--- config.mk ---
export PLATFORM = sky130hd
export DESIGN_NAME = ram_port_arbiter
export DESIGN_NICKNAME = d
export VERILOG_FILES = /design/src/rtl/ram_port_arbiter_pkg.sv /design/src/rtl/ram_port_arbiter_rr_select.sv /design/src/rtl/ram_port_arbiter.sv
export SDC_FILE = /design/constraint.sdc
export NUM_CORES = 1
export LEC_CHECK = 0
export BUFFER_PORTS_ARGS = -buffer_cell sky130_fd_sc_hd__buf_2
export CORE_AREA = 3 3 53 75
export CTS_BUF_LIST = sky130_fd_sc_hd__clkbuf_8
export DETAILED_ROUTE_END_ITERATION = 8
export DIE_AREA = 0 0 56 78
export GPL_ROUTABILITY_DRIVEN = 0
export MAX_ROUTING_LAYER = met4
export PLACE_DENSITY = 0.83
export RECOVER_POWER = 25
export SLEW_MARGIN = 40
export SYNTH_ARGS = -nofsm -noshare
export SYNTH_HDL_FRONTEND = slang
export SYNTH_SLANG_ARGS = --single-unit
--- constraint.sdc ---
create_clock -name clk -period 2.1 [get_ports clk]
set_clock_uncertainty 0.1 [all_clocks]
set_input_delay 0.21 -clock clk [delete_from_list [all_inputs] [get_ports clk]]
set_output_delay 0.21 -clock clk [all_outputs]
set_load 0.05 [all_outputs]
--- src/rtl/ram_port_arbiter_pkg.sv ---
// Shared definitions for the sorter RAM port arbiter: FSM encoding and
// the fixed master slot assignment.
package ram_port_arbiter_pkg;

  typedef enum logic {
    IDLE  = 1'b0,
    OWNED = 1'b1
  } arb_state_t;

  localparam int LOADER  = 0;
  localparam int CMPSWAP = 1;
  localparam int READOUT = 2;

endpackage

--- src/rtl/ram_port_arbiter_rr_select.sv ---
// Combinational round-robin pick: the first requester found after last_owner,
// wrapping modulo NUM_REQ.
module rr_select #(
  parameter int NUM_REQ = 3,
  parameter int IDX_W   = 2
) (
  input  logic [NUM_REQ-1:0] req,
  input  logic [IDX_W-1:0]   last_owner,
  output logic [IDX_W-1:0]   winner,
  output logic               any_req
);

  // Walk from the farthest offset down so the nearest requester overwrites.
  always_comb begin
    logic [IDX_W-1:0] idx;
    idx    = '0;
    winner = '0;
    for (int off = NUM_REQ; off >= 1; off--) begin
      idx = IDX_W'((int'(last_owner) + off) % NUM_REQ);
      if (req[idx]) begin
        winner = idx;
      end
    end
  end

  assign any_req = |req;

endmodule

--- src/rtl/ram_port_arbiter.sv ---
// Round-robin owner arbitration for the sorter's dual-port RAM, with optional
// lock across read-modify-write and a bounded hold when others are waiting.
module ram_port_arbiter
  import ram_port_arbiter_pkg::*;
#(
  parameter int NUM_REQ    = 3,
  parameter int ADDR_WIDTH = 2,
  parameter int DATA_WIDTH = 8,
  parameter int MAX_HOLD   = 8
) (
  input  logic                             clk,
  input  logic                             reset_n,
  input  logic [NUM_REQ-1:0]               req,
  input  logic [NUM_REQ-1:0]               lock,
  input  logic [NUM_REQ-1:0]               req_we,
  input  logic [NUM_REQ*ADDR_WIDTH-1:0]    req_read_addr_1,
  input  logic [NUM_REQ*ADDR_WIDTH-1:0]    req_read_addr_2,
  input  logic [NUM_REQ*ADDR_WIDTH-1:0]    req_write_addr,
  input  logic [NUM_REQ*DATA_WIDTH-1:0]    req_write_data,
  output logic [NUM_REQ-1:0]               gnt,
  output logic                             ram_we,
  output logic [ADDR_WIDTH-1:0]            ram_read_addr_1,
  output logic [ADDR_WIDTH-1:0]            ram_read_addr_2,
  output logic [ADDR_WIDTH-1:0]            ram_write_addr,
  output logic [DATA_WIDTH-1:0]            ram_write_data,
  input  logic [DATA_WIDTH-1:0]            ram_read_data_1,
  input  logic [DATA_WIDTH-1:0]            ram_read_data_2,
  output logic [DATA_WIDTH-1:0]            rd_data_1,
  output logic [DATA_WIDTH-1:0]            rd_data_2,
  output logic                             hold_timeout
);

  localparam int IDX_W = (NUM_REQ > 1) ? $clog2(NUM_REQ) : 1;
  localparam int CNT_W = $clog2(MAX_HOLD);
  localparam logic [CNT_W-1:0] HOLD_LAST = CNT_W'(MAX_HOLD - 1);

  arb_state_t          state_reg, state_next;
  logic [NUM_REQ-1:0]  gnt_next;
  logic [CNT_W-1:0]    hold_cnt_reg, hold_cnt_next;
  logic [IDX_W-1:0]    last_owner_reg, last_owner_next;
  logic [IDX_W-1:0]    owner, sel_last, winner;
  logic [NUM_REQ-1:0]  sel_req;
  logic                sel_any, owner_keeps, forced_release;

  logic [ADDR_WIDTH-1:0] ra1_arr [NUM_REQ];
  logic [ADDR_WIDTH-1:0] ra2_arr [NUM_REQ];
  logic [ADDR_WIDTH-1:0] wa_arr  [NUM_REQ];
  logic [DATA_WIDTH-1:0] wd_arr  [NUM_REQ];

  generate
    for (genvar gi = 0; gi < NUM_REQ; gi++) begin : g_unpack
      assign ra1_arr[gi] = req_read_addr_1[gi*ADDR_WIDTH +: ADDR_WIDTH];
      assign ra2_arr[gi] = req_read_addr_2[gi*ADDR_WIDTH +: ADDR_WIDTH];
      assign wa_arr[gi]  = req_write_addr[gi*ADDR_WIDTH +: ADDR_WIDTH];
      assign wd_arr[gi]  = req_write_data[gi*DATA_WIDTH +: DATA_WIDTH];
    end
  endgenerate

  always_comb begin
    owner = '0;
    for (int i = 0; i < NUM_REQ; i++) begin
      if (gnt[i]) begin
        owner = IDX_W'(i);
      end
    end
  end

  // While owned, the owner is masked out so a handoff only goes to someone
  // else; a lone releasing master drops to IDLE and re-wins from there.
  assign sel_req  = req & ~gnt;
  assign sel_last = (state_reg == OWNED) ? owner : last_owner_reg;

  rr_select #(
    .NUM_REQ (NUM_REQ),
    .IDX_W   (IDX_W)
  ) u_rr_select (
    .req        (sel_req),
    .last_owner (sel_last),
    .winner     (winner),
    .any_req    (sel_any)
  );

  assign owner_keeps    = req[owner] & lock[owner];
  assign forced_release = (state_reg == OWNED) & owner_keeps &
                          (hold_cnt_reg == HOLD_LAST) & sel_any;

  always_ff @(posedge clk or negedge reset_n) begin
    if (!reset_n) begin
      state_reg      <= IDLE;
      gnt            <= '0;
      hold_cnt_reg   <= '0;
      last_owner_reg <= IDX_W'(NUM_REQ - 1);
    end else begin
      state_reg      <= state_next;
      gnt            <= gnt_next;
      hold_cnt_reg   <= hold_cnt_next;
      last_owner_reg <= last_owner_next;
    end
  end

  always_comb begin
    state_next      = state_reg;
    gnt_next        = gnt;
    hold_cnt_next   = hold_cnt_reg;
    last_owner_next = last_owner_reg;
    case (state_reg)
      IDLE: begin
        if (sel_any) begin
          state_next    = OWNED;
          gnt_next      = NUM_REQ'(1) << winner;
          hold_cnt_next = '0;
        end
      end
      OWNED: begin
        if (!owner_keeps || forced_release) begin
          last_owner_next = owner;
          hold_cnt_next   = '0;
          if (sel_any) begin
            gnt_next = NUM_REQ'(1) << winner;
          end else begin
            state_next = IDLE;
            gnt_next   = '0;
          end
        end else if (hold_cnt_reg != HOLD_LAST) begin
          hold_cnt_next = hold_cnt_reg + 1'b1;
        end
      end
      default: begin
        state_next = IDLE;
        gnt_next   = '0;
      end
    endcase
  end

  always_comb begin
    ram_we          = 1'b0;
    ram_read_addr_1 = '0;
    ram_read_addr_2 = '0;
    ram_write_addr  = '0;
    ram_write_data  = '0;
    hold_timeout    = forced_release;
    if (state_reg == OWNED) begin
      ram_we          = req_we[owner] & req[owner];
      ram_read_addr_1 = ra1_arr[owner];
      ram_read_addr_2 = ra2_arr[owner];
      ram_write_addr  = wa_arr[owner];
      ram_write_data  = wd_arr[owner];
    end
  end

  assign rd_data_1 = ram_read_data_1;
  assign rd_data_2 = ram_read_data_2;

endmodule

* Word level (Yosys, flattened, before mapping)
Cells that the tools add are included.
** Storage, ports and cells
- Input bits :: 69
- Bits in registers :: 9
** Cells by class
- Multiplexer cells :: 46
- Div/mod/pow operators :: 3
- Bitwise operators :: 9
- Equal/unequal tests :: 5
- $lt $le $gt $ge :: 5
- Add/sub/neg operators :: 4
- Reductions and logical operators :: 6
- Shift operators :: 1
** Operator list (number)
- 32-bit by 3-bit remainder unit with 32-bit output (second input constant) :: 3
- 2-bit 2-to-1 mux :: 14
- 8-bit 2-to-1 mux :: 3
- 3-bit 2-to-1 mux :: 6
- 8-bit binary-select mux with 2-bit select :: 1
- 1-bit binary-select mux with 2-bit select :: 6
- 2-bit binary-select mux with 2-bit select :: 3
- 2-bit by 3-bit less-than comparator with 1-bit output (second input constant) :: 4
- 3-bit case mux with 2 select lines :: 2
- 1-bit 2-to-1 mux :: 10
- 2-bit by 2-bit adder with 3-bit output (second input constant) :: 2
- 2-bit AND reduction :: 3
- 1-bit bitwise AND :: 5
- 2-bit by 1-bit adder with 3-bit output (second input constant) :: 1
- 3-bit by 1-bit adder with 3-bit output (second input constant) :: 1
- 3-bit bitwise AND :: 1
- 3-bit == test (second input constant) :: 1
- 3-bit >= comparator (second input constant) :: 1
- 3-bit by 1-bit inequality test with 1-bit output (second input constant) :: 1
- 3-bit inequality test (second input constant) :: 1
- 2-bit inverter with 3-bit output :: 1
- 3-bit inverter :: 1
- 3-bit OR reduction :: 1
- 1-bit by 2-bit << shifter with 3-bit output (first input constant) :: 1
- 6 further kinds :: 6

* Longest topological paths before layout
- Depth in word-level cells :: 14
- Gate-level depth with buffers :: 10

* Hierarchy
From an unflattened synthesis, not the netlist that was laid out.
** Unflattened totals
- Cell total of the unflattened synthesis :: 166
- Area, all modules :: 1241.2 um^2
** Modules (own cells, without submodules)
- ram_port_arbiter :: times used 1, area an instance 1091.0 um^2, cells each 146
- rr_select :: times used 1, area an instance 150.1 um^2, cells each 20

* Worst setup path after synthesis
No wires, ideal clock.
- Kind :: flip-flop to flip-flop
- Start point :: register gnt[1]
- End point :: register gnt[0]
- Slack :: -0.424 ns
- Arrival time :: 2.303 ns
- Path buffers :: 1
- Data required time :: 1.878 ns
- Cell stages (with the launch flop) :: 10
- Setup time :: 0.122 ns
- Cell sequence :: dfrtp_1 > buf_4 > nor2b_1 > mux2i_1 > inv_1 > ha_1 > nand2b_1 > a21oi_1 > o221ai_1 > a32o_1
** On the way
- Word-level cells in the longest chain between the ends :: 14
- Elaborated cells on any way between the ends :: 39
- Those cells by class :: add/sub: 3; div: 3; eq/ne: 2; shift: 1; mux: 20; bitwise: 6; reduce/logical: 4
** RTL lines
- start: declaration :: line ram_port_arbiter.sv:20 : output logic [NUM_REQ-1:0] gnt,
- start signal: assignment :: line ram_port_arbiter.sv:95 : gnt <= gnt_next;
- 1-bit 2-to-1 mux :: line ram_port_arbiter.sv:62 : if (gnt[i]) begin
- 2-bit 2-to-1 mux :: line ram_port_arbiter.sv:62
- 2-bit 2-to-1 mux :: line ram_port_arbiter.sv:71 : assign sel_last = (state_reg == OWNED) ? owner : last_owner_reg;
- 2-bit by 2-bit adder with 3-bit output :: line ram_port_arbiter_rr_select.sv:19 : idx = IDX_W'((int'(last_owner) + off) % NUM_REQ);
- 32-bit by 3-bit remainder unit with 32-bit output :: line ram_port_arbiter_rr_select.sv:19
- 1-bit binary-select mux with 2-bit select :: line ram_port_arbiter_rr_select.sv:20 : if (req[idx]) begin
- 1-bit 2-to-1 mux (implied by the code) :: line ram_port_arbiter_rr_select.sv:20
- 2-bit 2-to-1 mux (3 in series) :: line ram_port_arbiter_rr_select.sv:20
- 1-bit by 2-bit << shifter with 3-bit output :: line ram_port_arbiter.sv:110, ram_port_arbiter.sv:119
- 3-bit 2-to-1 mux :: line ram_port_arbiter.sv:118 : if (sel_any) begin
- 3-bit 2-to-1 mux :: line ram_port_arbiter.sv:115 : if (!owner_keeps || forced_release) begin
- 3-bit case mux with 2 select lines :: line ram_port_arbiter.sv:106 : case (state_reg)
Parallel ways exist; a longest one is shown, timed or not. The select of a mux whose other input is x is not followed.
A chain may end at the register's enable or synchronous reset.

* Worst setup path in the final report
Ends and elaborated chain as after synthesis.

==> summary.md <==
| Metric | Value |
|---|---|
| Slew of the pin with the lowest slew margin | approximately 0.34 ns |
| Num Clock Sinks | 9 |
| Filler instances | 345 |
| Fin cells | 258 |
| P_sw | roughly 1.7 mW |
| Max VDD drop | 1.141 mV |
| Worst-Skew Late Latency | about 0.23 ns |
| Gate count of the mapped netlist | 156 |
| Grt met3 use | 2.496% |
| Setup WS post-layout | -0.003089 ns |
| Final setup vio count | 1 |
| Yosys warnings | 0 |
| DRC | 0 |
| Worst-path clk slew | 0.05 ns |
| First-pass GRT wire length | 5.471 mm |
| GR Util met1 | 15.87% |
| PwrDens | 1764 mW/mm2 |
| Crit start category | register |
| CTS max path bufs | 2 |
| Peak Freq | ~480 MHz |
| Die H | 78 um |
| Vias | 1274 |
| Simple-gate share of the synthesized area | 25.44% |
| Depth of the CTS H-tree | 1 |
| CP required | 2.11 ns |
| Number of global-route vias before repair | 1263 |
| Top cells by area, synth | dfrtp_1, mux2i_1, buf_4 |
| Clock share of power | 6.4% |
| Core area | about 0.0034 mm2 |
| Post-Syn Area | ~0.0012 mm2 |
| CTS buffer count | 3 |
| Final period utilization | 100.1% |
| Gr ovfl total | 0 |
| Port-buffer cells | 71 |
| Initial antenna violation count | 0 |
| DP HPWL | 2.797 mm |
| Max transition margin | 76.98% |
| DR pass1 iterations | 4 |
| Layout area overhead | 40.54% |
| Synth Area in Adders | a little over 4% |
| Largest net degree at the start of global routing | 29 |
| Hold Vio Cnt, Final | 0 |
| GRT Max-Usage Layer | met2 |
| XOR/XNOR Fraction of Synth Area | 0% |
| Hold WC Path Type | in2async |
| Design Power | 2.999 mW |
| Final #Nets | 292 |
| Post-synth top cells | nand2_1, buf_4, mux2i_1 |
| Utilization after layout | approximately half |
| Netlist cell types | 34 |
| Root Buffer Master | clkbuf_8 |
| Max Cap Violations | 0 |
| Vias per inst | a little under 5 |
| Post-synthesis compound-gate area fraction | approximately a fifth |
| CTS tree | built |
| Logic pwr share | between 80% and 90% |
| EDFF count, synth | 0 |
| Leakage Power | 0.8421 nW |
| Seq cells post-synth | 9 |
| Max-slew violations | 0 |
| IO Pins | 104 |
| Post-synthesis mux area share | 17.68% |
| Worst-path fanout max | 7 |
| Int Power | 1.339 mW |
| Layout cell share with drive strength beyond 1 | 50.00% |
| Core Rows | 25 |
| Outcome | finished with violations |
| Switching share of power | 55.34% |
| Pre-CTS setup slack | 0.003738 ns |
| Sequential element share of the synthesized area | 18.72% |
| Syn_nets | 229 |
| Die Wd | roughly 56 um |
| Fin crit period | 2.103 ns |
| Worst EP arrival | 2.11 ns |
| Initial core utilization | 35.81% |
| Setup CP Type | reg2reg |
| GR Util All Layers | 15.53% |
| Failing checks | setup timing |
| Main combinational cell family by area after synthesis | simple AND/OR/NAND/NOR gates |
| Post-Route WL | 3.374 mm |
| Yosys top cell area share | roughly 17% |
| DR WL/cell | 13.08 um |
| Number of instances in the placed design | 252 |
| Ys async rst share | 100.0% |
| Crit. End Element | register |
| Unrepaired setup endpoints after global routing | yes |
| Met2 Usage GRT | 30.91% |
| Sequential power share | 10.6% |
| Syn Area/Cell | 7.756 um2 |
| Main flop type after synthesis | dfrtp_1 |
| Antenna fix cells | 0 |
| Synth area leader | dfrtp_1 |
| Die ar. | 0.004368 mm2 |
| Count leader, synth | nand2_1 |
| Post-route ant nets | 0 |
| Initial DRC count | 29 |
-- layer usage --
metal | routed length [um] | vias up | share of wire [%]
met2 | 1885 | 44 | 56
met4 | 23 | 0 | 0.68
met5 | 0 | - | 0
li1 | - | 648 | -
met3 | 197 | 4 | 5.8
met1 | 1268 | 578 | 38
-- cell type report --
cell class	instances	area (um2)	area share (%)
Tap cell	40	50.05	2.943
Multi-Input combinational cell	118	890.9	52.39
Inverter	3	11.26	0.6623
Sequential cell	9	229.0	13.47
Timing Repair Buffer	84	474.2	27.89
Clock inverter	1	3.754	0.2208
Clock buffer	3	41.29	2.428
-- worst max-delay path, stage by stage (launching register included) --
cell	delay [ns]
dfrtp_2	0.40
nor2b_4	0.13
mux2i_2	0.18
inv_1	0.10
ha_4	0.31
nand2b_4	0.12
a21oi_2	0.06
nor4_1	0.19
o21ai_1	0.12
a32o_1	0.28
-- power by group through the flow --
stage / Sequential [mW] / Combinational, mW / Clock (mW)
4_1_cts: 0.313 / 2.42 / 0.200
6_report: 0.318 / 2.49 / 0.193
5_1_grt: 0.324 / 2.67 / 0.212
3_5_place_dp: 0.311 / 2.37 / 0
3_3_place_gp: 0.308 / 2.34 / 0
2_1_floorplan: 0.363 / 1.86 / 0
-- logic make-up after synthesis --
logic type | Yosys count
flip-flops | 9
AO/OA/AOI/OAI | 34
buffers and inverters | 29
AND/OR/NAND/NOR | 59
multiplexers | 21
adder cells (fa/ha/maj) | 4
-- per-stage QoR --
step / TNS [ns] / area [um2] / hold slack (ns)
finish: -0.003089 / 1700 / 0.2619
global route: -0.2197 / 1700 / 0.2795
CTS: -0.0001006 / 1658 / 0.2660
detailed placement: 0 / 1569 / -0.02719
global placement: 0 / 1569 / -0.03097
floorplan: -0.3589 / 1251 / -0.1856
-- worst paths after layout --
kind,from,end,cells after the start,slack (ns)
worst max-delay path,gnt[1],gnt[0],9,-0.003
min in group clk,ram_read_data_1[2],rd_data_1[2],0,0.32
worst min-delay path,reset_n,state_reg,2,0.26
worst min register to register,hold_cnt_reg[1],hold_cnt_reg[1],1,0.40
worst max register to register,gnt[1],gnt[0],9,-0.003
max in group asynchronous,reset_n,last_owner_reg[1],2,1.39
-- placed cells by master (no fill, tap or decap), types with 2 or more instances in the layout --
cell type  instances
nor2_1             3
nand2b_1           5
mux2_2             3
a21oi_2            2
buf_2             68
mux2i_1           15
ha_1               3
a32o_1             3
clkbuf_8           3
nand2_1           19
mux2i_2            2
dfrtp_1            6
a22o_1             2
nor2_2             2
inv_1              4
o21ai_0           16
buf_4             11
clkbuf_4           2
nor2b_1            6
a21oi_1            2
and2_1            14
dfrtp_2            2
-- repair_timing --
item / in CTS / in global routing
setup buffers: 0 / 1
endpoints found under the setup margin: 3 / 16
hold endpoints to repair: 9 / 0
hold buffers: 1 / 0
resized for setup: 8 / 10
pin swaps: 1 / 2
No activity file was read; power rests on OpenSTA's default activity.
